$ cat config.mk
export PLATFORM = sky130hd
export DESIGN_NAME = count_step_decoder
export DESIGN_NICKNAME = d
export VERILOG_FILES = /design/src/rtl/count_pkg.sv /design/src/rtl/count_delta_calc.sv /design/src/rtl/count_step_decoder.sv
export SDC_FILE = /design/constraint.sdc
export NUM_CORES = 1
export LEC_CHECK = 0
export ABC_AREA = 0
export CORE_UTILIZATION = 50
export DETAILED_ROUTE_END_ITERATION = 16
export PLACE_DENSITY = 0.84
export SLEW_MARGIN = 20
export SYNTH_ARGS = -nofsm -noshare
export SYNTH_HDL_FRONTEND = slang
export SYNTH_HIERARCHICAL = 1
export SYNTH_SLANG_ARGS = --single-unit
$ cat constraint.sdc
create_clock -name clk -period 2.5 [get_ports clk]
set_clock_uncertainty 0.05 [all_clocks]
set_input_delay 0.625 -clock clk [delete_from_list [all_inputs] [get_ports clk]]
set_output_delay 0.625 -clock clk [all_outputs]
set_load 0.02 [all_outputs]
$ cat src/rtl/count_pkg.sv
// count_pkg: shared FSM encoding and default parameters for the count step decoder
package count_pkg;
  localparam int DEF_WIDTH = 4;
  localparam int DEF_LOCK_CNT = 3;
  localparam int DEF_ERR_CNT_W = 8;
  localparam int MATCH_W = 4;
  typedef enum logic [1:0] {IDLE, ACQUIRE, LOCKED} step_state_t;
endpackage

$ cat src/rtl/count_delta_calc.sv
// count_delta_calc: modular delta of count_in against prev, compared with cand and step
module count_delta_calc #(
  parameter int WIDTH = 4
) (
  input  logic [WIDTH-1:0] count_in,
  input  logic [WIDTH-1:0] prev,
  input  logic [WIDTH-1:0] cand,
  input  logic [WIDTH-1:0] step,
  output logic [WIDTH-1:0] delta,
  output logic             eq_cand,
  output logic             eq_step
);
  assign delta   = count_in - prev;
  assign eq_cand = delta == cand;
  assign eq_step = delta == step;
endmodule

$ cat src/rtl/count_step_decoder.sv
// count_step_decoder: recovers and checks the step of an accumulating counter; COUNT_STEP_ERRCNT_EN adds err_count
module count_step_decoder
  import count_pkg::*;
#(
  parameter int WIDTH     = DEF_WIDTH,
  parameter int LOCK_CNT  = DEF_LOCK_CNT,
  parameter int ERR_CNT_W = DEF_ERR_CNT_W
) (
  input  logic                 clk,
  input  logic                 reset,
  input  logic                 sample_valid,
  input  logic [WIDTH-1:0]     count_in,
  input  logic                 resync,
  output logic [WIDTH-1:0]     step_out,
  output logic                 step_valid,
  output logic                 locked,
  output logic                 mismatch
`ifdef COUNT_STEP_ERRCNT_EN
  ,
  output logic [ERR_CNT_W-1:0] err_count
`endif
);
  step_state_t state, state_nxt;
  logic [WIDTH-1:0] prev, prev_nxt, cand, cand_nxt, step_nxt, delta;
  logic [MATCH_W-1:0] match_cnt, match_nxt, acq_cnt;
  logic eq_cand, eq_step, valid_nxt, mis_nxt;
  if (LOCK_CNT < 1 || LOCK_CNT > 15 || ERR_CNT_W < 1) begin : g_bad_param
    $error("count_step_decoder: illegal LOCK_CNT or ERR_CNT_W");
  end
  count_delta_calc #(.WIDTH(WIDTH)) u_delta (
    .count_in(count_in),
    .prev(prev),
    .cand(cand),
    .step(step_out),
    .delta(delta),
    .eq_cand(eq_cand),
    .eq_step(eq_step)
  );
  assign locked  = state == LOCKED;
  assign acq_cnt = (match_cnt == '0 || eq_cand) ? match_cnt + 1'b1 : MATCH_W'(1);
  // next-state and next-register values; resync overrides any coincident sample
  always_comb begin
    state_nxt = state;
    prev_nxt  = prev;
    cand_nxt  = cand;
    match_nxt = match_cnt;
    step_nxt  = step_out;
    valid_nxt = 1'b0;
    mis_nxt   = 1'b0;
    if (resync) begin
      state_nxt = IDLE;
      prev_nxt  = '0;
      cand_nxt  = '0;
      match_nxt = '0;
      step_nxt  = '0;
    end else if (sample_valid) begin
      prev_nxt = count_in;
      case (state)
        IDLE: begin
          state_nxt = ACQUIRE;
          match_nxt = '0;
        end
        ACQUIRE: begin
          cand_nxt  = delta;
          match_nxt = acq_cnt;
          if (acq_cnt >= MATCH_W'(LOCK_CNT)) begin
            state_nxt = LOCKED;
            step_nxt  = delta;
          end
        end
        LOCKED: begin
          valid_nxt = eq_step;
          mis_nxt   = !eq_step;
          if (!eq_step) begin
            cand_nxt  = delta;
            match_nxt = MATCH_W'(1);
            state_nxt = ACQUIRE;
          end
        end
        default: state_nxt = IDLE;
      endcase
    end
  end
  // state and output registers
  always_ff @(posedge clk or posedge reset) begin
    if (reset) begin
      state      <= IDLE;
      prev       <= '0;
      cand       <= '0;
      match_cnt  <= '0;
      step_out   <= '0;
      step_valid <= 1'b0;
      mismatch   <= 1'b0;
    end else begin
      state      <= state_nxt;
      prev       <= prev_nxt;
      cand       <= cand_nxt;
      match_cnt  <= match_nxt;
      step_out   <= step_nxt;
      step_valid <= valid_nxt;
      mismatch   <= mis_nxt;
    end
  end
`ifdef COUNT_STEP_ERRCNT_EN
  // saturating count of mismatch pulses, cleared by resync
  always_ff @(posedge clk or posedge reset) begin
    if (reset) err_count <= '0;
    else if (resync) err_count <= '0;
    else if (mis_nxt && err_count != '1) err_count <= err_count + 1'b1;
  end
`endif
endmodule

Word level (Yosys, flattened, before mapping)
Index checks and enable logic that the tools add are counted.
- register bits: 20
- bits of input ports: 8
- output and inout port bits: 7
- word-level logic and storage cells: 55
- add/subtract/negate cells: 2
- magnitude comparators: 1
- equality and inequality tests: 6
- multiplexer cells: 26
- reduce and logical (&&, ||, !) cells: 13
- operator list (kind ; count):
    4-bit 2-to-1 mux ; 13
    4-bit case mux with 3 select lines ; 1
    3-bit AND reduction ; 4
    4-bit equality test ; 2
    2-bit 2-to-1 mux ; 4
    4-bit case mux with 2 select lines ; 1
    1-bit 2-to-1 mux ; 6
    3-bit != test (second input constant) ; 2
    2-bit case mux with 3 select lines ; 1
    2-bit nonzero test ; 3
    4-bit by 1-bit adder with 4-bit output (second input constant) ; 1
    4-bit by 2-bit >= comparator with 1-bit output (second input constant) ; 1
    4-bit zero test ; 1
    4-bit nonzero test ; 1
    4-bit subtractor ; 1
    3-bit nonzero test ; 1
    2-bit by 1-bit equality test with 1-bit output (second input constant) ; 1
    2-bit equality test (second input constant) ; 1
    2-bit zero test ; 1
    1-bit zero test ; 1
    1-bit logical OR ; 1

Longest topological paths before layout
- depth after elaboration: 9
- depth in mapped cells: 12

Hierarchy
The synthesis kept the hierarchy.
- by module, submodules not included (module ; instances ; cells each ; area each (um^2) ; seq. area each (um^2)):
    count_step_decoder ; 1 ; 108 ; 1116.1 ; 500.5
    count_delta_calc ; 1 ; 31 ; 275.3 ; 0.0

Worst setup path before layout
No wires, ideal clock.
- path kind: input port to flip-flop
- start point: input count_in[0]
- end point: register state[0]
- data arrival time: 2.887 ns
- path slack: -0.562 ns
- cell stages on the path: 11
- buffers on the path: 0
- cell sequence: inv_1 ha_1 inv_1 fa_1 xor2_1 xor2_1 a211oi_2 or2_4 a221oi_4 a31oi_4 mux2_4
- cells in the longest elaborated chain, start to end: 7
- elaborated cells on any way between the ends: 9
- classes of those cells: 1 x add/sub; 1 x order compare; 4 x eq/ne; 1 x mux; 2 x reduce/logical
- RTL lines (item ; line ; source):
    start: declaration ; count_step_decoder.sv:12 ; input logic [WIDTH-1:0] count_in,
    4-bit subtractor ; count_delta_calc.sv:13 ; assign delta = count_in - prev;
    net delta[2] ; count_step_decoder.sv:24 ; logic [WIDTH-1:0] prev, prev_nxt, cand, cand_nxt, step_nxt, delta;
    4-bit equality test ; count_delta_calc.sv:14 ; assign eq_cand = delta == cand;
    net eq_cand ; count_step_decoder.sv:26 ; logic eq_cand, eq_step, valid_nxt, mis_nxt;
    1-bit logical OR ; count_step_decoder.sv:40 ; assign acq_cnt = (match_cnt == '0 || eq_cand) ? match_cnt + 1'b1 : MATCH_W'(1);
    4-bit 2-to-1 mux ; count_step_decoder.sv:40 ;
    4-bit by 2-bit >= comparator with 1-bit output ; count_step_decoder.sv:66 ; if (acq_cnt >= MATCH_W'(LOCK_CNT)) begin
    3-bit != test (no line) ; -- ;
    3-bit AND reduction (no line) ; -- ;
    end signal: assignment ; count_step_decoder.sv:95 ; state <= state_nxt;
    end: declaration ; count_step_decoder.sv:23 ; step_state_t state, state_nxt;
The timed path passes the listed nets, and every way through them passes these cells.
A chain may end at the register's enable or synchronous reset.

Worst setup path after layout
Ends and elaborated chain as after synthesis.

==> metrics <==
run status=finished with violations; failing checks=negative setup slack; largest net degree at the start of global routing=22; Critical Path AT=2.88 ns; cell type with the largest total area after synthesis=dfrtp_1; Hold Vio Cnt, Final=0; Vias=1201; switching part of the total=approximately two fifths; first-pass GRT wire length=5400 µm; most common cell in the synthesized netlist=dfrtp_1; FMAX=~370 MHz; drt pass-1 iters=4; number of global-route vias before repair=1190; final core occ=between 70 and 80%; CTS Sinks=20; Slew Viols, Final=0; Worst Path Required=between 2 and 3 ns; hold path depth=2; Vias/cell=5.83; Yosys reg bits=20; drt drc=0; Post-synth ARST share=100%; placed cells=between 150 and 200; routed wire length on met3=~200 µm; Overall Global Routing Usage=25.8%; die height=54.8 µm; minimum clock period=~2.7 ns; Worst Path Max Fanout=4; antenna-violating nets left=0; final setup margin=-0.214 ns; combinational share of power=between 50% and 60%; Seq/Total Area, Yosys=between 30% and 40%; Worst Setup Start Kind=input port; initial antenna violation count=0; type of the tightest min-delay check=flop to flop; wire length per cell=17.9 µm; Max-cap violations=0; met1 wire length=1510 µm; DRT iter0 DRCs=31; peak supply drop=574 µV; H-tree Lvls=1; Max stage delay cell, worst path=fa_2; remaining global-route overflow=0; NetSw=615 µW; Worst path max stage delay=0.37 ns; worst-path cell chain=buf_12, inv_12, ha_4, inv_2, fa_2, xor2_4, xor2_2, a211oi_4, or2_4, a221oi_4, a31oi_4, mux2_4; dpl hpwl=2250 µm; Initial Utilization=54.7%; Clock power frac=13.5%; CTS buffer count=3; netlist area before placement=1390 µm²; slew margin rel.=~76%; RSZ-0062 raised after global routing=yes; I/O pins=15; synth warn=6; std cell rows=18; Root Buffer=clkbuf_4; layout cells sized above 1=a little under two fifths; Core Box Area=2540 µm²; Port-buffer cells=14; area added between synthesis and finish=41.5%; GPL Wtd Cong=0.833; most frequent cells after synthesis=20 x dfrtp_1, 14 x nand2_1, 12 x inv_1; endpoint type of the worst setup path=flop; Main synth FF type=dfrtp_1; Top Layer Used=met4; die area=~3000 µm²; endpoints failing setup=14; Synth Area per Inst=~10 µm²; Worst Reg-to-Reg Cells=10; clk_lat worst skew=approximately 0.32 ns; Final Cycle Share=109%; Diodes inserted=0; Mapped Nets=approximately 160; number of flops mapped to enable cells by yosys=0; clock-pin transition on the worst setup and hold timing paths=0.13 ns; slew of the pin with the lowest slew margin=0.363 ns; register share of total power=31.7%; Int Power=approximately 900 µW; top post-synthesis cells by area=dfrtp_1 36%, ha_1 8.1%, nand2_1 3.8%; Synth Instances=139; Setup CP Type=input port to flop; Cell Pwr Density=772 nW/µm²; top-area cell type share of the netlist area=36.0%; TritonCTS clock tree=built; met2 WL post-DR=1940 µm; Nets=195; die width=54.8 µm; non-filler cells, final=about 200; leakage power=0.893 nW; post-synthesis cell type count=40; routed wire length=around 3700 µm; clock buffer depth=2
==> worst paths after layout <==
check / from / end / slack [ns]
min in group asynchronous: reset / prev[3]$_DFFE_PP0P_ / 0.56
max: count_in[0] / state[0]$_DFFE_PP0P_ / -0.21
max reg2reg: prev[0]$_DFFE_PP0P_ / state[0]$_DFFE_PP0P_ / -0.20
min: prev[2]$_DFFE_PP0P_ / prev[2]$_DFFE_PP0P_ / 0.50
min reg2reg: prev[2]$_DFFE_PP0P_ / prev[2]$_DFFE_PP0P_ / 0.50
max in group asynchronous: reset / step_out[1]$_DFFE_PP0P_ / 1.62
==> critical path, delay by kind of cell <==
family / cells / cell delay, ns
AOI/OAI and AO/OA: 3 / 0.61
xor gates and xnor gates: 2 / 0.41
adders and majority gates: 2 / 0.48
buffers and inverters: 3 / 0.18
muxes: 1 / 0.31
and+or+nand+nor: 1 / 0.26
==> cells by family after synthesis <==
family	count (synthesis)	synth area share, %
compound gates	27	16.1
buf+inv	16	4.32
xor+xnor	12	9.53
flops	20	36.0
mux	10	7.91
simple gates	44	16.6
fa+ha+maj	10	9.53
==> layout make-up <==
type | count | area [µm²]
Timing Repair Buffer | 37 | 340
Fill cell | 163 | 577
Clock buffer | 4 | 36.3
Sequential cell | 20 | 500
Inverter | 12 | 57.6
Multi-Input combinational cell | 103 | 996
Tap cell | 30 | 37.5
==> cells in the final DEF, fill, tap and decap left out, types with 2 or more instances in the layout <==
cell | netlist | layout
dfrtp_1 | 20 | 20
buf_4 | 0 | 16
nand2_1 | 14 | 11
inv_1 | 12 | 9
clkdlybuf4s50_1 | 0 | 9
nor2_1 | 8 | 7
ha_1 | 9 | 7
buf_6 | 0 | 7
nor2b_1 | 5 | 5
mux2_4 | 1 | 5
mux2i_1 | 5 | 5
nor3b_1 | 5 | 5
xnor2_1 | 5 | 4
o21ai_2 | 0 | 3
clkbuf_4 | 0 | 3
a21o_1 | 2 | 2
or3_1 | 3 | 2
nand2b_1 | 2 | 2
nand2_2 | 0 | 2
a21oi_1 | 3 | 2
o31ai_2 | 0 | 2
a31oi_1 | 3 | 2
inv_2 | 0 | 2
xnor3_1 | 2 | 2
o21ai_0 | 6 | 2
xor2_2 | 0 | 2
xor2_1 | 5 | 2
ha_4 | 0 | 2
==> stage by stage <==
step	hold WS, ns	setup TNS [ns]	power [mW]	cell area, µm²	setup WS [ns]
after floorplan	0.436	-2.63	0.930	1480	-0.465
after global placement	0.452	-13.90	1.14	1800	-1.03
after detailed placement	0.469	-14.97	1.17	1800	-1.08
after CTS	0.501	-1.51	1.43	1890	-0.204
after global routing	0.520	-3.33	1.61	1970	-0.293
final	0.499	-1.87	1.52	1970	-0.214
==> registers in the layout, summed over array words and instances, names as in the netlist <==
name        count
cand            4
state           2
mismatch        1
match_cnt       4
step_valid      1
prev            4
step_out        4
==> repair_timing <==
item	in CTS	in global routing
endpoints found under the setup margin	16	15
hold buffers	0	0
resized for setup	29	18
pin swaps	19	6
setup buffers	1	2
==> power by group through the flow <==
stage                     Combinational [mW]  Sequential (mW)  Clock, mW
after CTS                              0.757            0.469      0.201
after detailed placement               0.698            0.470          0
final                                  0.832            0.482      0.205
after global placement                 0.674            0.468          0
after floorplan                        0.442            0.487          0
after global routing                   0.896            0.491      0.219
==> layer usage <==
layer	vias to the layer above	GRT usage [%]
li1	552	-
met1	602	31.6
met2	41	44.2
met3	6	4.72
met4	0	9.83
met5	-	0
Power figures use the tool's default switching activity.
